**config.mk**
```make
export PLATFORM = sky130hd
export DESIGN_NAME = seven_segment_scan_flat
export DESIGN_NICKNAME = d
export VERILOG_FILES = /design/src/rtl/seven_segment_scan_if.sv /design/src/rtl/seven_segment_scan.sv /design/src/flat_wrapper.sv
export SDC_FILE = /design/constraint.sdc
export NUM_CORES = 1
export LEC_CHECK = 0
export ABC_AREA = 1
export CAP_MARGIN = 20
export CORE_MARGIN = 5
export CORE_UTILIZATION = 35
export CTS_CLUSTER_DIAMETER = 60
export CTS_CLUSTER_SIZE = 16
export DETAILED_ROUTE_END_ITERATION = 8
export PLACE_DENSITY = 0.58
export REMOVE_ABC_BUFFERS = 1
export SKIP_CTS_REPAIR_TIMING = 1
export SLEW_MARGIN = 25
export SYNTH_ARGS = -nofsm -noshare
export SYNTH_HDL_FRONTEND = slang
export SYNTH_SLANG_ARGS = --single-unit
```
**constraint.sdc**
```tcl
create_clock -name clk -period 2.1 [get_ports clk]
set_input_delay 0.42 -clock clk [delete_from_list [all_inputs] [get_ports clk]]
set_output_delay 0.42 -clock clk [all_outputs]
set_load 0.03 [all_outputs]
```
**src/rtl/seven_segment_scan_if.sv**
```systemverilog
// seven_segment_scan_if: load/status/pin bundle for the seven-segment scan driver.
// master: drives value, load, hex_mode, dp_in; observes busy, overflow, seg, dp, an.
// slave:  the driver side (inverse directions).
interface seven_segment_scan_if #(
  parameter int DIGITS  = 4,
  parameter int VALUE_W = 16
);
  logic [VALUE_W-1:0] value;
  logic               load;
  logic               hex_mode;
  logic [DIGITS-1:0]  dp_in;
  logic               busy;
  logic               overflow;
  logic [6:0]         seg;
  logic               dp;
  logic [DIGITS-1:0]  an;
  modport master (output value, load, hex_mode, dp_in, input busy, overflow, seg, dp, an);
  modport slave (input value, load, hex_mode, dp_in, output busy, overflow, seg, dp, an);
endinterface

```
**src/rtl/seven_segment_scan.sv**
```systemverilog
// seven_segment_scan: multiplexed seven-segment driver with double-dabble BCD conversion or hex pass-through.
// Ports: clk; rst (synchronous, active-high); bus (slave modport) carrying value/load/hex_mode/dp_in
// inputs and busy/overflow/seg/dp/an outputs (seg/dp/an registered, inverted when ACTIVE_LOW=1).
// Optional feature: define SEVSEG_LZB_EN for leading-zero blanking.
module seven_segment_scan #(
  parameter int DIGITS      = 4,
  parameter int VALUE_W     = 16,
  parameter int REFRESH_DIV = 100000,
  parameter int ACTIVE_LOW  = 1
)(
  input logic clk,
  input logic rst,
  seven_segment_scan_if.slave bus
);
  // ceil(VALUE_W*0.302)+1 nibbles always hold the full decimal value
  localparam int NB = (VALUE_W * 302 + 999) / 1000 + 1;
  localparam int IW = DIGITS > 1 ? $clog2(DIGITS) : 1;
  localparam int PW = $clog2(REFRESH_DIV);
  localparam int CW = $clog2(VALUE_W + 1);
  localparam logic POL = ACTIVE_LOW != 0;
  localparam logic [0:0] IDLE = 1'b0, CONV = 1'b1;
  localparam logic [15:0][6:0] GLYPH = {7'h71, 7'h79, 7'h5E, 7'h39, 7'h7C, 7'h77, 7'h6F, 7'h7F,
                                        7'h07, 7'h7D, 7'h6D, 7'h66, 7'h4F, 7'h5B, 7'h06, 7'h3F};
  logic [0:0]          state_q, state_d;
  logic [VALUE_W-1:0]  val_q, val_d;
  logic [CW-1:0]       cnt_q, cnt_d;
  logic [4*NB-1:0]     bcd_q, bcd_d, adj, nxt;
  logic [DIGITS-1:0]   dpc_q, dpc_d;
  logic [4*DIGITS-1:0] dig_q, dig_d;
  logic [DIGITS-1:0]   dpd_q, dpd_d;
  logic                ovf_q, ovf_d;
  logic [PW-1:0]       pre_q, pre_d;
  logic [IW-1:0]       idx_q, idx_d;
  logic [6:0]          seg_q, seg_d;
  logic                dp_q, dp_d;
  logic [DIGITS-1:0]   an_q, an_d;
  logic [3:0]          code;
  logic                blank;
  logic                tc;
  always_comb begin
    adj = bcd_q;
    for (int i = 0; i < NB; i++)
      adj[4*i +: 4] = bcd_q[4*i +: 4] >= 4'd5 ? bcd_q[4*i +: 4] + 4'd3 : bcd_q[4*i +: 4];
    nxt = (4*NB)'({adj, val_q[VALUE_W-1]});
  end
  always_comb begin
    state_d = state_q;
    val_d   = val_q;
    cnt_d   = cnt_q;
    bcd_d   = bcd_q;
    dpc_d   = dpc_q;
    dig_d   = dig_q;
    dpd_d   = dpd_q;
    ovf_d   = ovf_q;
    if (state_q == IDLE) begin
      if (bus.load && bus.hex_mode) begin
        dig_d = (4*DIGITS)'(bus.value);
        dpd_d = bus.dp_in;
        ovf_d = |(bus.value >> (4*DIGITS));
      end else if (bus.load) begin
        state_d = CONV;
        val_d   = bus.value;
        cnt_d   = '0;
        bcd_d   = '0;
        dpc_d   = bus.dp_in;
      end
    end else begin
      bcd_d = nxt;
      val_d = val_q << 1;
      cnt_d = cnt_q + 1'b1;
      if (cnt_q == CW'(VALUE_W - 1)) begin
        state_d = IDLE;
        dig_d   = (4*DIGITS)'(nxt);
        dpd_d   = dpc_q;
        ovf_d   = |(nxt >> (4*DIGITS));
      end
    end
  end
  assign tc    = pre_q == PW'(REFRESH_DIV - 1);
  assign pre_d = tc ? '0 : pre_q + 1'b1;
  assign idx_d = !tc ? idx_q : idx_q == IW'(DIGITS - 1) ? '0 : idx_q + 1'b1;
  assign code  = dig_q[{idx_q, 2'b00} +: 4];
`ifdef SEVSEG_LZB_EN
  // blank when this digit and every digit above it are zero; digit 0 always shows
  assign blank = idx_q != '0 && (dig_q >> {idx_q, 2'b00}) == '0;
`else
  assign blank = 1'b0;
`endif
  always_comb begin
    seg_d = {7{POL}} ^ (ovf_q ? 7'h40 : blank ? 7'h00 : GLYPH[code]);
    dp_d  = POL ^ (dpd_q[idx_q] & ~ovf_q & ~blank);
    an_d  = {DIGITS{POL}} ^ (DIGITS'(1) << idx_q);
  end
  always_ff @(posedge clk) begin
    if (rst) begin
      state_q <= IDLE;
      val_q   <= '0;
      cnt_q   <= '0;
      bcd_q   <= '0;
      dpc_q   <= '0;
      dig_q   <= '0;
      dpd_q   <= '0;
      ovf_q   <= 1'b0;
      pre_q   <= '0;
      idx_q   <= '0;
      seg_q   <= {7{POL}};
      dp_q    <= POL;
      an_q    <= {DIGITS{POL}};
    end else begin
      state_q <= state_d;
      val_q   <= val_d;
      cnt_q   <= cnt_d;
      bcd_q   <= bcd_d;
      dpc_q   <= dpc_d;
      dig_q   <= dig_d;
      dpd_q   <= dpd_d;
      ovf_q   <= ovf_d;
      pre_q   <= pre_d;
      idx_q   <= idx_d;
      seg_q   <= seg_d;
      dp_q    <= dp_d;
      an_q    <= an_d;
    end
  end
  assign bus.busy     = state_q == CONV;
  assign bus.overflow = ovf_q;
  assign bus.seg      = seg_q;
  assign bus.dp       = dp_q;
  assign bus.an       = an_q;
endmodule

```
**src/flat_wrapper.sv**
```systemverilog
// flat-port wrapper written by rule: the top's interface ports become plain ports
module seven_segment_scan_flat 
#(
  parameter int DIGITS      = 4,
  parameter int VALUE_W     = 16,
  parameter int REFRESH_DIV = 100000,
  parameter int ACTIVE_LOW  = 1
)
  (clk, rst, bus_value, bus_load, bus_hex_mode, bus_dp_in, bus_busy, bus_overflow, bus_seg, bus_dp, bus_an);
  seven_segment_scan_if #(.DIGITS(DIGITS), .VALUE_W(VALUE_W)) bus_i ();
  input logic clk;
  input logic rst;
  input wire logic [$bits(bus_i.value)-1:0] bus_value;
  input wire logic [$bits(bus_i.load)-1:0] bus_load;
  input wire logic [$bits(bus_i.hex_mode)-1:0] bus_hex_mode;
  input wire logic [$bits(bus_i.dp_in)-1:0] bus_dp_in;
  output wire logic [$bits(bus_i.busy)-1:0] bus_busy;
  output wire logic [$bits(bus_i.overflow)-1:0] bus_overflow;
  output wire logic [$bits(bus_i.seg)-1:0] bus_seg;
  output wire logic [$bits(bus_i.dp)-1:0] bus_dp;
  output wire logic [$bits(bus_i.an)-1:0] bus_an;
  assign bus_i.value = bus_value;
  assign bus_i.load = bus_load;
  assign bus_i.hex_mode = bus_hex_mode;
  assign bus_i.dp_in = bus_dp_in;
  assign bus_busy = bus_i.busy;
  assign bus_overflow = bus_i.overflow;
  assign bus_seg = bus_i.seg;
  assign bus_dp = bus_i.dp;
  assign bus_an = bus_i.an;
  seven_segment_scan #(.DIGITS(DIGITS), .VALUE_W(VALUE_W), .REFRESH_DIV(REFRESH_DIV), .ACTIVE_LOW(ACTIVE_LOW)) u_core (.clk(clk), .rst(rst), .bus(bus_i));
endmodule
```
==> results <==
- The flow ran to the end, and the final reports show no timing, DRC or antenna violations.
- The power density of the placed cells is between 700 and 800 nW/µm².
- Setup violations remaining at the end of the flow were counted as 0.
- The commonest register cell after synthesis is sky130_fd_sc_hd__dfxtp_1.
- The last weighted congestion value of the routability-driven placer is 0.825.
- The count of flip-flops with a built-in enable after synthesis is 0.
- The post-layout minimum cycle time is ~1.9 ns.
- Broken down by cell family, the worst path's largest delay share belongs to buffers and inverters.
- The clock-pin slew on the worst setup and hold paths is around 0.07 ns.
- The top achievable clock speed is 524 MHz.
- The share of the Yosys chip area taken by registers is between 40% and 50%.
- The number of global-route vias before repair is 4383.
- The analysis attributes to cell leakage a power of 0.00245 µW.
- The average routed wire per standard cell is 13.3 µm.
- The all-layer global routing usage is 15.2%.
- Counting instances in the post-synthesis netlist gives the leading cell types as sky130_fd_sc_hd__nand2_1, sky130_fd_sc_hd__dfxtp_1, sky130_fd_sc_hd__inv_1.
- The clock passes through at most 2 buffers.
- By instance count, the leading cell after synthesis is sky130_fd_sc_hd__nand2_1.
- The highest metal layer with signal wires is met4.
- The relative slew slack is between 60 and 70%.
- Traced cell by cell, the critical path runs through clkdlybuf4s50_1.
- The clock latency on the worst-skew pair is about 0.35 ns.
- The number of buffers and inverters on the critical path is 1.
- The number of iterations in the first detailed-routing pass is 5.
- The number of antenna violations at the first check in global routing is 0.
- In the post-synthesis netlist, the biggest area contributors are sky130_fd_sc_hd__dfxtp_1, sky130_fd_sc_hd__nand2_1, sky130_fd_sc_hd__inv_1, sky130_fd_sc_hd__o21ai_0, sky130_fd_sc_hd__ha_1.
- sky130_fd_sc_hd__dfxtp_1 takes more of the synthesized area than any other cell.
- The tightest hold path in the finished design has a slack of 0.455 ns.
- The top-area cell type share of the netlist area is 41.3%.
- Of all nets on the critical path, the largest fanout is 4.
- The floorplan step defined a die boundary enclosing 16600 µm².
- The tree is rooted in a sky130_fd_sc_hd__clkbuf_16.
- The number of antenna cells inserted is 0.
- The ratio of routed vias to standard cells is roughly 5.
- The Yosys step of the flow raised 0 warnings.
- The TritonCTS clock tree is built.
- The H-tree depth reported by CTS is 3.
- The fraction of registers with async set/reset is 0%.
- The sum of routed wire segments on met1 is around 5.7 mm.
- The post-route DRC violation count is 0.
- The floorplan has 43 rows.
- The cell type of the slowest stage on the worst timing path is sky130_fd_sc_hd__clkdlybuf4s50_1.
- Across the run, the number of max-cap violations was 0.
- The min-delay analysis places its worst path in the category reg -> reg.
- The first global-routing pass estimated 20.3 mm of wire.
- After synthesis the netlist holds a flip-flop and latch count of 102.
- The die extent in y is 129 µm.
- At the worst endpoint, the required time is 1.68 ns.
- The core area is 13900 µm².
- The worst setup path is launched from a flip-flop.
- The total I/O pin count is 38.
- Entering global routing, the biggest net connects 32 pins.
- The post-layout net count is just under 800.
- For the pin with the worst max-slew slack, the measured transition is 0.467 ns.
- Global routing finished with a remaining overflow of 0.
- The critical path's largest stage delay is 0.71 ns.
- Across the routed clock network, the largest skew measured is 0.00598 ns.
- Dividing the synthesized area by the synthesized cell count gives 7.15 µm².
- From synthesis to final layout, the design area changed by 19.4%.
- The design draws 4230 µW.
- Buffers placed on the I/O ports in this run total 37.
- The cell count after synthesis is 691.
- The type of the worst setup path is reg -> out.
- The worst setup path is captured at a primary output.
- The number of library cell types mapped by synthesis is 34.
- The fraction of final layout cells with drive strength greater than 1 is 6.65%.
- The routed design uses roughly 5.8 mm of met2 wire.
- The highest ir drop seen on vdd is 0.000376 V.
- In this run the horizontal extent of the chip is 129 µm.
- The detailed-route via count is 4549.
- The number of max-slew violations in the final report is 0.
- Summed over all layers, the routed wires come to between 10 and 15 mm.
- The hold violation total from the final report came to 0.
- Setup repair after global routing left no endpoint under its margin.
- STA puts the critical path data arrival time at 1.49 ns.
- The number of buffers created by CTS is 9.
- The ratio of final minimum period to clock period is 90.9%.
- The detail route stage leaves a number of antenna-violating nets equal to 0.
- The number of sinks on the clock net is ~100.
- The synthesized netlist occupies a cell area of between 4000 and 5000 µm².
- The initial core utilization is between 30% and 40%.
- The wire length on met3 is ~520 µm.
- For this block, the initial DRC count from the detailed router was 288.
- After legalization and detailed placement, the total HPWL measured about 9 mm.
## placed cells by master, fill, tap and decap left out, drive strengths merged, types with 4 or more instances in the layout
master,synthesis,final
clkdlybuf4s50,0,36
nand4,8,8
inv,89,89
dfxtp,102,102
or2,4,4
clkinv,2,4
o22ai,12,12
ha,25,25
clkbuf,18,12
nor2,47,47
a21oi,58,58
o211ai,5,5
o21ai,65,65
nor3,7,7
a31oi,21,21
xor2,6,6
nand3,36,36
buf,9,21
nand2,164,164
## cells by family after synthesis
family | Yosys count | synth area share, %
buffers and inverters | 118 | 9.24
and+or+nand+nor | 272 | 23.4
AOI/OAI and AO/OA | 166 | 18.3
adders and majority gates | 25 | 6.33
xor gates and xnor gates | 8 | 1.42
DFF | 102 | 41.3
## metrics by stage
stage | setup WS (ns) | area, µm² | std cells | util, % | setup TNS [ns]
after global routing | 0.0664 | 5900 | 917 | 42.5 | 0
final | 0.191 | 5900 | 917 | 42.5 | 0
after detailed placement | 0.0927 | 5590 | 901 | 40.3 | 0
after floorplan | -1.18 | 4830 | 664 | - | -31.68
after CTS | 0.152 | 5900 | 917 | 42.5 | 0
after global placement | 0.158 | 5590 | 901 | 40.3 | 0
## power by group
part | internal [µW] | switching (µW) | leakage (µW)
Sequential | 2000 | 34.4 | 0.000831
Clock | 994 | 745 | 0.000149
Combinational | 177 | 276 | 0.00147
## state kept, by name, indices dropped and copies added (netlist names)
register / count
u_core.bcd_q: 24
u_core.bus.an: 4
u_core.val_q: 16
u_core.dpd_q: 4
u_core.bus.overflow: 1
u_core.cnt_q: 5
u_core.bus.busy: 1
u_core.dpc_q: 4
u_core.bus.seg: 7
u_core.idx_q: 2
u_core.dig_q: 16
u_core.bus.dp: 1
u_core.pre_q: 17
## final timing paths
check	from	end	slack (ns)	cells after the start
max reg2reg	u_core.idx_q[1]$_SDFFE_PP0N_	u_core.bus.seg[0]$_SDFF_PP1_	0.30	9
min reg2reg	u_core.pre_q[0]$_SDFF_PP0_	u_core.pre_q[0]$_SDFF_PP0_	0.46	1
min	u_core.pre_q[0]$_SDFF_PP0_	u_core.pre_q[0]$_SDFF_PP0_	0.46	1
max	u_core.bus.overflow$_SDFFE_PP0P_	bus_overflow	0.19	1
## layout make-up
| cell class | instances | area, µm² |
|---|---|---|
| Multi-Input combinational cell | 471 | 2450 |
| Clock buffer | 12 | 256 |
| Clock inverter | 4 | 55.1 |
| Timing Repair Buffer | 57 | 531 |
| Fill cell | 1412 | 7980 |
| Sequential cell | 102 | 2040 |
| Tap cell | 180 | 225 |
| Inverter | 91 | 342 |
## routing by layer
| layer | global-route usage, % | up-vias |
|---|---|---|
| met5 | 0 | - |
| met4 | 5.99 | 0 |
| met3 | 3.36 | 18 |
| met2 | 24.9 | 90 |
| met1 | 19.4 | 2091 |
| li1 | - | 2350 |
No activity file was read; power rests on OpenSTA's default activity.
